==> config.mk <==
export PLATFORM = sky130hd
export DESIGN_NAME = wb_master_seq
export DESIGN_NICKNAME = d
export VERILOG_FILES = /design/src/rtl/wb_master_seq.sv
export SDC_FILE = /design/constraint.sdc
export NUM_CORES = 2
export LEC_CHECK = 0
export CAP_MARGIN = 20
export CORE_ASPECT_RATIO = 1.75
export CORE_MARGIN = 1
export CORE_UTILIZATION = 60
export DETAILED_ROUTE_END_ITERATION = 10
export PLACE_DENSITY = 0.84
export SYNTH_ARGS = -nofsm -noshare
export SYNTH_HDL_FRONTEND = slang
export SYNTH_SLANG_ARGS = --single-unit
==> constraint.sdc <==
create_clock -name wb_clock -period 29.8 [get_ports wb_clock]
set_input_delay 2.98 -clock wb_clock [delete_from_list [all_inputs] [get_ports wb_clock]]
set_output_delay 2.98 -clock wb_clock [all_outputs]
set_load 0.05 [all_outputs]
==> src/rtl/wb_master_seq.sv <==
// Wishbone master sequencer: replays a loaded list of register, FIFO and exec transactions with ack/error/done handshakes.
// Optional macro WB_MASTER_SEQ_RETRY_EN reissues a failing entry up to 3 times before flagging an error.
module wb_master_seq #(
  parameter int DATA_W        = 128,
  parameter int ADR_W         = 5,
  parameter int DEPTH         = 16,
  parameter int TIMEOUT       = 255,
  parameter int CMD_EXEC_ADR  = 16,
  parameter int DATA_EXEC_ADR = 19
) (
  input  logic                     wb_clock,
  input  logic                     reset,
  input  logic                     clear,
  input  logic                     load_en,
  input  logic                     load_we,
  input  logic [ADR_W-1:0]         load_adr,
  input  logic [DATA_W-1:0]        load_data,
  input  logic                     start,
  input  logic                     ack_i,
  input  logic                     error_i,
  input  logic [DATA_W-1:0]        wb_data_i,
  input  logic                     cmd_done_i,
  input  logic                     data_done_i,
  output logic                     we_o,
  output logic [ADR_W-1:0]         adr_o,
  output logic                     strobe_o,
  output logic                     cyc_o,
  output logic [DATA_W-1:0]        wb_data_o,
  output logic [DATA_W-1:0]        rd_data_o,
  output logic                     rd_valid_o,
  output logic                     busy_o,
  output logic                     done_o,
  output logic                     err_o,
  output logic                     timeout_o,
  output logic [$clog2(DEPTH)-1:0] err_index_o,
  output logic [$clog2(DEPTH):0]   count_o
);

  localparam int IW = $clog2(DEPTH);
  localparam int CW = IW + 1;
  localparam int TW = $clog2(TIMEOUT + 1);
  localparam logic [ADR_W-1:0] CMD_A    = ADR_W'(CMD_EXEC_ADR);
  localparam logic [ADR_W-1:0] DATA_A   = ADR_W'(DATA_EXEC_ADR);
  localparam logic [TW-1:0]    TMR_LAST = TW'(TIMEOUT - 1);
  localparam logic [CW-1:0]    FULL     = CW'(DEPTH);

  typedef enum logic [2:0] {
    S_IDLE,
    S_ISSUE,
    S_WAIT_ACK,
    S_WAIT_DONE,
    S_NEXT,
    S_FINISH
  } state_t;

  state_t              state_q;
  logic [CW-1:0]       count_q;
  logic [IW-1:0]       idx_q;
  logic [TW-1:0]       timer_q;
  logic                wait_exec_q;
  logic                wait_cmd_q;
  logic                we_q;
  logic [ADR_W-1:0]    adr_q;
  logic                stb_q;
  logic                cyc_q;
  logic [DATA_W-1:0]   wdat_q;
  logic [DATA_W-1:0]   rdat_q;
  logic                rvld_q;
  logic                done_q;
  logic                err_q;
  logic                tmo_q;
  logic [IW-1:0]       eidx_q;
`ifdef WB_MASTER_SEQ_RETRY_EN
  logic [1:0]          retry_q;
`endif

  logic                mem_we  [DEPTH];
  logic [ADR_W-1:0]    mem_adr [DEPTH];
  logic [DATA_W-1:0]   mem_dat [DEPTH];

  logic                load_ok_d;
  logic                done_lvl_d;
  logic                fail_d;
  logic                fail_tmo_d;
  logic                tmr_exp_d;
  logic [TW-1:0]       timer_d;
  logic                ent_we_d;
  logic [ADR_W-1:0]    ent_adr_d;

  assign load_ok_d  = (state_q == S_IDLE) && load_en && !clear && (count_q != FULL);
  assign done_lvl_d = wait_cmd_q ? cmd_done_i : data_done_i;
  assign tmr_exp_d  = (timer_q == TMR_LAST);
  assign timer_d    = timer_q + TW'(1);
  assign ent_we_d   = mem_we[idx_q];
  assign ent_adr_d  = mem_adr[idx_q];

  // An ack arriving on the last timer cycle still wins over the timeout.
  always_comb begin
    fail_d     = 1'b0;
    fail_tmo_d = 1'b0;
    if (state_q == S_WAIT_ACK) begin
      if (error_i) begin
        fail_d = 1'b1;
      end else if (!ack_i && tmr_exp_d) begin
        fail_d     = 1'b1;
        fail_tmo_d = 1'b1;
      end
    end else if (state_q == S_WAIT_DONE && !done_lvl_d && tmr_exp_d) begin
      fail_d     = 1'b1;
      fail_tmo_d = 1'b1;
    end
  end

  always_ff @(posedge wb_clock) begin
    if (load_ok_d) begin
      mem_we[count_q[IW-1:0]]  <= load_we;
      mem_adr[count_q[IW-1:0]] <= load_adr;
      mem_dat[count_q[IW-1:0]] <= load_data;
    end
  end

  always_ff @(posedge wb_clock or negedge reset) begin
    if (!reset) begin
      state_q     <= S_IDLE;
      count_q     <= '0;
      idx_q       <= '0;
      timer_q     <= '0;
      wait_exec_q <= 1'b0;
      wait_cmd_q  <= 1'b0;
      we_q        <= 1'b0;
      adr_q       <= '0;
      stb_q       <= 1'b0;
      cyc_q       <= 1'b0;
      wdat_q      <= '0;
      rdat_q      <= '0;
      rvld_q      <= 1'b0;
      done_q      <= 1'b0;
      err_q       <= 1'b0;
      tmo_q       <= 1'b0;
      eidx_q      <= '0;
`ifdef WB_MASTER_SEQ_RETRY_EN
      retry_q     <= '0;
`endif
    end else begin
      rvld_q <= 1'b0;
      done_q <= 1'b0;
      if (state_q == S_IDLE && clear) begin
        count_q <= '0;
      end else if (load_ok_d) begin
        count_q <= count_q + CW'(1);
      end

      if (fail_d) begin
        cyc_q <= 1'b0;
        stb_q <= 1'b0;
`ifdef WB_MASTER_SEQ_RETRY_EN
        if (retry_q != 2'd3) begin
          retry_q <= retry_q + 2'd1;
          state_q <= S_ISSUE;
        end else
`endif
        begin
          err_q   <= 1'b1;
          eidx_q  <= idx_q;
          state_q <= S_FINISH;
          if (fail_tmo_d) begin
            tmo_q <= 1'b1;
          end
        end
      end else begin
        case (state_q)
          S_IDLE: begin
            if (start) begin
              err_q  <= 1'b0;
              tmo_q  <= 1'b0;
              eidx_q <= '0;
              idx_q  <= '0;
`ifdef WB_MASTER_SEQ_RETRY_EN
              retry_q <= '0;
`endif
              if (count_q == '0) begin
                done_q <= 1'b1;
              end else begin
                state_q <= S_ISSUE;
              end
            end
          end
          S_ISSUE: begin
            we_q        <= ent_we_d;
            adr_q       <= ent_adr_d;
            wdat_q      <= ent_we_d ? mem_dat[idx_q] : '0;
            cyc_q       <= 1'b1;
            stb_q       <= 1'b1;
            timer_q     <= '0;
            wait_exec_q <= ent_we_d && (ent_adr_d == CMD_A || ent_adr_d == DATA_A);
            wait_cmd_q  <= (ent_adr_d == CMD_A);
            state_q     <= S_WAIT_ACK;
          end
          S_WAIT_ACK: begin
            if (ack_i) begin
              cyc_q   <= 1'b0;
              stb_q   <= 1'b0;
              timer_q <= '0;
              if (!we_q) begin
                rdat_q <= wb_data_i;
                rvld_q <= 1'b1;
              end
              state_q <= wait_exec_q ? S_WAIT_DONE : S_NEXT;
            end else begin
              timer_q <= timer_d;
            end
          end
          S_WAIT_DONE: begin
            if (done_lvl_d) begin
              state_q <= S_NEXT;
            end else begin
              timer_q <= timer_d;
            end
          end
          S_NEXT: begin
            if ({1'b0, idx_q} == count_q - CW'(1)) begin
              state_q <= S_FINISH;
            end else begin
              idx_q   <= idx_q + IW'(1);
`ifdef WB_MASTER_SEQ_RETRY_EN
              retry_q <= '0;
`endif
              state_q <= S_ISSUE;
            end
          end
          S_FINISH: begin
            done_q  <= 1'b1;
            state_q <= S_IDLE;
          end
          default: state_q <= S_IDLE;
        endcase
      end
    end
  end

  assign we_o        = we_q;
  assign adr_o       = adr_q;
  assign strobe_o    = stb_q;
  assign cyc_o       = cyc_q;
  assign wb_data_o   = wdat_q;
  assign rd_data_o   = rdat_q;
  assign rd_valid_o  = rvld_q;
  assign busy_o      = (state_q != S_IDLE);
  assign done_o      = done_q;
  assign err_o       = err_q;
  assign timeout_o   = tmo_q;
  assign err_index_o = eidx_q;
  assign count_o     = count_q;

endmodule
Word level (Yosys, flattened, before mapping)
Memory sizes are Yosys's and may differ from the RTL's.
Index checks and enable logic that the tools add are counted.
{ "op_classes": {"n_eq_ne": 18, "bitwise": 2, "add_sub_neg": 4, "n_reduce_logical": 29, "n_mux": 44} }
{ "op_table": {"columns": ["operator", "count"], "rows": [
  ["$mux 128", 1],
  ["$pmux 8 s3", 1],
  ["$mux 1", 23],
  ["$mux 3", 7],
  ["$mux 4", 4],
  ["$mux 8", 2],
  ["$pmux 3 s5", 1],
  ["$ne 3x3->1 const B", 4],
  ["$reduce_and 4->1", 3],
  ["$eq 5x5->1 const B", 2],
  ["$mux 5", 2],
  ["$reduce_bool 3->1", 3],
  ["$add 8x1->8 const B", 1],
  ["$eq 8x8->1 const B", 1],
  ["$logic_and 1x1->1", 8],
  ["$pmux 4 s2", 1],
  ["$reduce_bool 2->1", 4],
  ["$eq 3x2->1 const B", 2],
  ["$eq 3x3->1 const B", 2],
  ["$ne 2x2->1 const B", 3],
  ["$reduce_and 2->1", 3],
  ["$reduce_and 3->1", 2],
  ["$add 5x1->5 const B", 1],
  ["$eq 4x5->1", 1],
  ["11 further kinds", 15]
]} }
{ "totals": {"mem_bits_rw": 2144, "input_bits": 271, "mem_count": 3, "word_cells": 116, "ff_bits": 293} }
{ "mem_list": {"columns": ["name", "words", "width", "rd", "rd_clocked_by_memory_dff", "write_ports", "line", "text"], "rows": [
  ["mem_dat", 16, 128, 1, 0, 1, "79", "logic [DATA_W-1:0] mem_dat [DEPTH];"],
  ["mem_adr", 16, 5, 1, 0, 1, "78", "logic [ADR_W-1:0] mem_adr [DEPTH];"],
  ["mem_we", 16, 1, 1, 0, 1, "77", "logic mem_we [DEPTH];"]
]} }

Depth between registers and ports, before layout
{ "depth": {"depth_word": 8, "ltp_mapped": 9} }

Worst setup path after synthesis
Ideal clock, no wire load.
{ "synth_path": {"path_type": "input-to-reg", "startpoint": "in clear", "endpoint": "mem mem_adr[3][0] (enable)", "path_buffers": 0, "path_slack_ns": 16.151, "arrival_ns": 12.858, "path_stages": 4, "path_cell_list": "nand2b_1 -> a311oi_1 -> nand2_1 -> nor3_1"} }
{ "synth_via": {"elab_chain_cells": 5} }
{ "synth_lines": {"columns": ["item", "line", "text"], "rows": [
  ["from (decl)", "13", "input logic clear,"],
  ["$logic_not 1->1", "90", "assign load_ok_d = (state_q == S_IDLE) && load_en && !clear && (count_q != FULL);"],
  ["$logic_and 1x1->1 (2 in a row)", "90", null],
  ["$mux 1", "115", "if (load_ok_d) begin"],
  ["$mux 1 (implied by the code)", "117", "mem_adr[count_q[IW-1:0]] <= load_adr;"],
  ["to (decl)", "78", null]
]} }
Every way passes these cells.

Worst setup path after layout
{ "layout_path": {"startpoint": "in clear", "endpoint": "mem mem_dat[3][104] (enable)"} }
{ "layout_via": {"elab_chain_cells": 5} }
{ "layout_lines": {"columns": ["item", "line", "text"], "rows": [
  ["$logic_not 1->1", "90", null],
  ["$logic_and 1x1->1 (2 in a row)", "90", null],
  ["$mux 1", "115", null],
  ["$mux 1 (implied by the code)", "118", "mem_dat[count_q[IW-1:0]] <= load_data;"],
  ["to (decl)", "79", null]
]} }
Every way passes these cells.

==> flow_metrics.py <==
metrics = {
    "run_status": {
        "status": "finished clean",
    },
    "worst_setup_path": {
        "startpoint_type": "primary input",
        "r2r_start": "state_q[2]",
        "ff2ff_path_depth": 8,
        "worstPathArrival_ps": 7440,
        "timing.rr.end": "mem_dat[3][104]",
        "critPathCaptureType": "flop",
        "crit_type": "primary input to flop",
        "r2r_setup_slack_ps": 24570,
        "critical_path.startpoint": "clear",
        "required_ps": 30250,
        "cp_max_fo": 50,
    },
    "global_route": {
        "overflow": 0,
        "grt_max_degree": 142,
        "use_met2_pct": 58.3,
        "use_met3_pct": 6.57,
        "grt_busiest_layer": "met2",
        "grt_pass1_wl_mm": 360,
        "track_usage_pct": 33.3,
        "antenna_found_initial": 47,
        "grt_pass1_vias": 48200,
        "gr-usage-met1_pct": 38.8,
    },
    "floorplanning": {
        "start_util_pct": 60.6,
        "die_h_um": 520,
        "fp-row-count": 189,
        "io_pins": 549,
        "die_x_um": 298,
        "core_mm2": 0.152,
        "die_area_mm2": 0.155,
    },
    "timing": {
        "clock_skew_ps": 38.1,
        "hold_viol": 0,
        "fmax_mhz": 143,
        "fin_crit_sh_pct": 23.5,
        "relSlewSlack_pct": 20.4,
        "setup_violations": 0,
        "hold_ws_ps": 481,
        "rsz0062_at_grt": "no",
        "tightest_slew_ps": 1190,
        "slew_viol_final": 0,
        "tns_ps": 0,
        "finalCriticalPeriod_ps": 6990,
    },
    "clocking": {
        "ctsResizeCount": 0,
        "ctsHoldBuffers": 0,
        "htreeDepth": 4,
        "clk_pin_slew_ps": 60,
        "numClockSinks": 2437,
        "cts_buffers": 195,
        "worstSkewPairLatency_ps": 860,
        "cts.path.max_buffers": 3,
        "cts.root.buffer_cell": "clkbuf_16",
        "cts_tree": "yes",
        "post_cts_buffers": 0,
    },
    "synthesis": {
        "synth_area_leaders": "edfxtp_1 (70%), mux4_2 (16%), dfrtp_1 (8.0%), mux2_2 (1.6%), nand2_1 (0.66%)",
        "synth_cells": 4036,
        "yosysMostFrequentCell": "edfxtp_1",
        "synth_top_area_cell": "edfxtp_1",
        "synthTopCellsByCount": "edfxtp_1 (2144), mux4_2 (662), dfrtp_1 (293)",
        "syn_area_mm2": 0.0920,
        "ys_ff_latch": 2437,
        "synth-edff-count": 2144,
        "yosysTopAreaCellShare_pct": 70.0,
        "ys_seq_area_share_pct": 78.0,
        "synth.distinct_cells": 55,
        "syn-num-nets": 4314,
        "ys_warn_count": 0,
        "syn_avg_cell_area_um2": 22.8,
        "synth_top_flop_cell": "edfxtp_1",
        "async_flop_share_pct": 12.0,
    },
    "power_and_ir_drop": {
        "p_leak_nw": 34.5,
        "powerDensity_mw_per_mm2": 88.6,
        "ir_drop_mv": 0.0869,
    },
    "finish": {
        "area_growth_pct": 15.9,
        "nets": 4927,
        "stdcell_count": 6852,
        "fin_area_mm2": 0.107,
        "final_layout_size_suffix_gt1_share_pct": 25.1,
        "utilization_pct": 70.2,
    },
    "hold_path": {
        "min_path_cells": 2,
        "min_path_type": "flop to flop",
        "min-delay-start": "wb_data_o[72]",
        "worstHoldEndpoint": "wb_data_o[72]",
    },
    "drt": {
        "drtIter0Drc": 5866,
        "drtAntennaViolNets": 0,
        "drc": 0,
        "vias_per_cell": 6.75,
        "firstDrtPassIters": 6,
        "vias": 46300,
        "drt-total-wl_mm": 254,
        "wl_per_cell_um": 37.0,
    },
    "placed_design": {
        "dpl.cell_count": 6454,
        "numPortBuffers": 548,
        "routabilityCongestion": 0.836,
        "place_area_mm2": 0.0998,
        "place_hpwl_mm": 135,
    },
    "flow_run": {
        "cap_violations": 0,
    },
}
-- through the flow --
stage | total power, mW | setup WS, ps
final | 9.44 | 22810
after global routing | 9.67 | 22810
after CTS | 9.47 | 23010
after detailed placement | 6.71 | 22180
after global placement | 6.65 | 22330
after floorplan | 5.82 | 16150
-- cell usage in the layout (no fill, tap or decap), types with 4 or more instances in the layout --
| cell type | synthesis | layout |
|---|---|---|
| nor2b_1 | 7 | 7 |
| clkbuf_1 | 105 | 31 |
| clkinv_4 | 0 | 13 |
| nor3_2 | 0 | 5 |
| o21ai_0 | 116 | 116 |
| clkdlybuf4s50_1 | 0 | 547 |
| nand2_1 | 161 | 161 |
| a22oi_1 | 5 | 5 |
| o21ai_1 | 32 | 32 |
| nor2_4 | 0 | 4 |
| nor2_1 | 23 | 19 |
| xor2_1 | 5 | 5 |
| diode_2 | 0 | 26 |
| dfrtp_4 | 0 | 4 |
| buf_4 | 4 | 60 |
| clkinv_1 | 0 | 22 |
| inv_1 | 143 | 143 |
| bufinv_16 | 0 | 26 |
| clkinvlp_4 | 0 | 13 |
| dfrtp_1 | 293 | 289 |
| mux2_2 | 131 | 131 |
| mux2i_1 | 8 | 8 |
| and3_1 | 9 | 7 |
| buf_12 | 1 | 7 |
| and2_4 | 0 | 5 |
| inv_6 | 0 | 12 |
| ha_1 | 7 | 7 |
| xnor2_1 | 4 | 4 |
| edfxtp_1 | 2144 | 2144 |
| clkbuf_16 | 0 | 198 |
| nand3_1 | 18 | 17 |
| clkbuf_8 | 0 | 9 |
| clkinv_2 | 0 | 36 |
| mux4_2 | 662 | 662 |
| o31ai_1 | 6 | 6 |
-- worst max-delay path, cell delays in order --
cell	delay, ps
clkdlybuf4s50_1	450
nand2b_1	250
a311oi_1	770
nand2_1	230
nor3_2	180
buf_4	630
buf_4	780
buf_4	940
-- layout make-up --
type | instances | area (um^2)
clock buffers | 238 | 5190
repair buffers | 619 | 6170
fillers | 8407 | 45300
well taps | 2005 | 2510
clock inverters | 131 | 1480
diodes | 26 | 65.1
inverters | 143 | 537
flip-flops and latches | 2437 | 71700
multi-input cells | 1253 | 18900
-- sequential cells by signal (all words and copies together) (netlist names), 3 cells and up --
signal	flops
mem_dat	2048
rd_data_o	128
wb_data_o	128
mem_adr	80
mem_we	16
timer_q	8
adr_o	5
count_o	5
err_index_o	4
idx_q	4
state_q	3
-- layer usage --
metal  part of all wire (%)  vias to the layer above
met5                  0.082                        -
met4                    5.9                       26
met3                    9.6                      708
met2                     53                     3715
met1                     31                    24000
li1                       -                    17900
-- worst max-delay path by stage --
stage                     slack (ps)         endpoint  depth (start not counted)
after floorplan                16150    mem_adr[3][0]                          4
after global placement         22330  mem_dat[3][109]                          8
after detailed placement       22180   mem_dat[3][46]                          8
after CTS                      23010  mem_dat[3][104]                          8
after global routing           22810  mem_dat[3][104]                          8
final                          22810  mem_dat[3][104]                          8
-- where the power goes --
group | total (mW) | switching (mW) | internal [mW]
clock | 2.74 | 1.26 | 1.48
sequential | 4.10 | 0.166 | 3.94
combinational | 2.59 | 1.56 | 1.03
-- kinds of logic (layout without fill, tap and decap cells) --
logic type	Yosys count	in the layout	synth area share, %
compound gates	190	190	1.17
xor+xnor	9	9	0.0857
fa+ha+maj	7	7	0.0952
buf+inv	346	1131	1.62
flops	2437	2437	78.0
mux	801	801	17.9
other cells	0	26	0
simple gates	246	246	1.16
Power figures use the tool's default switching activity.
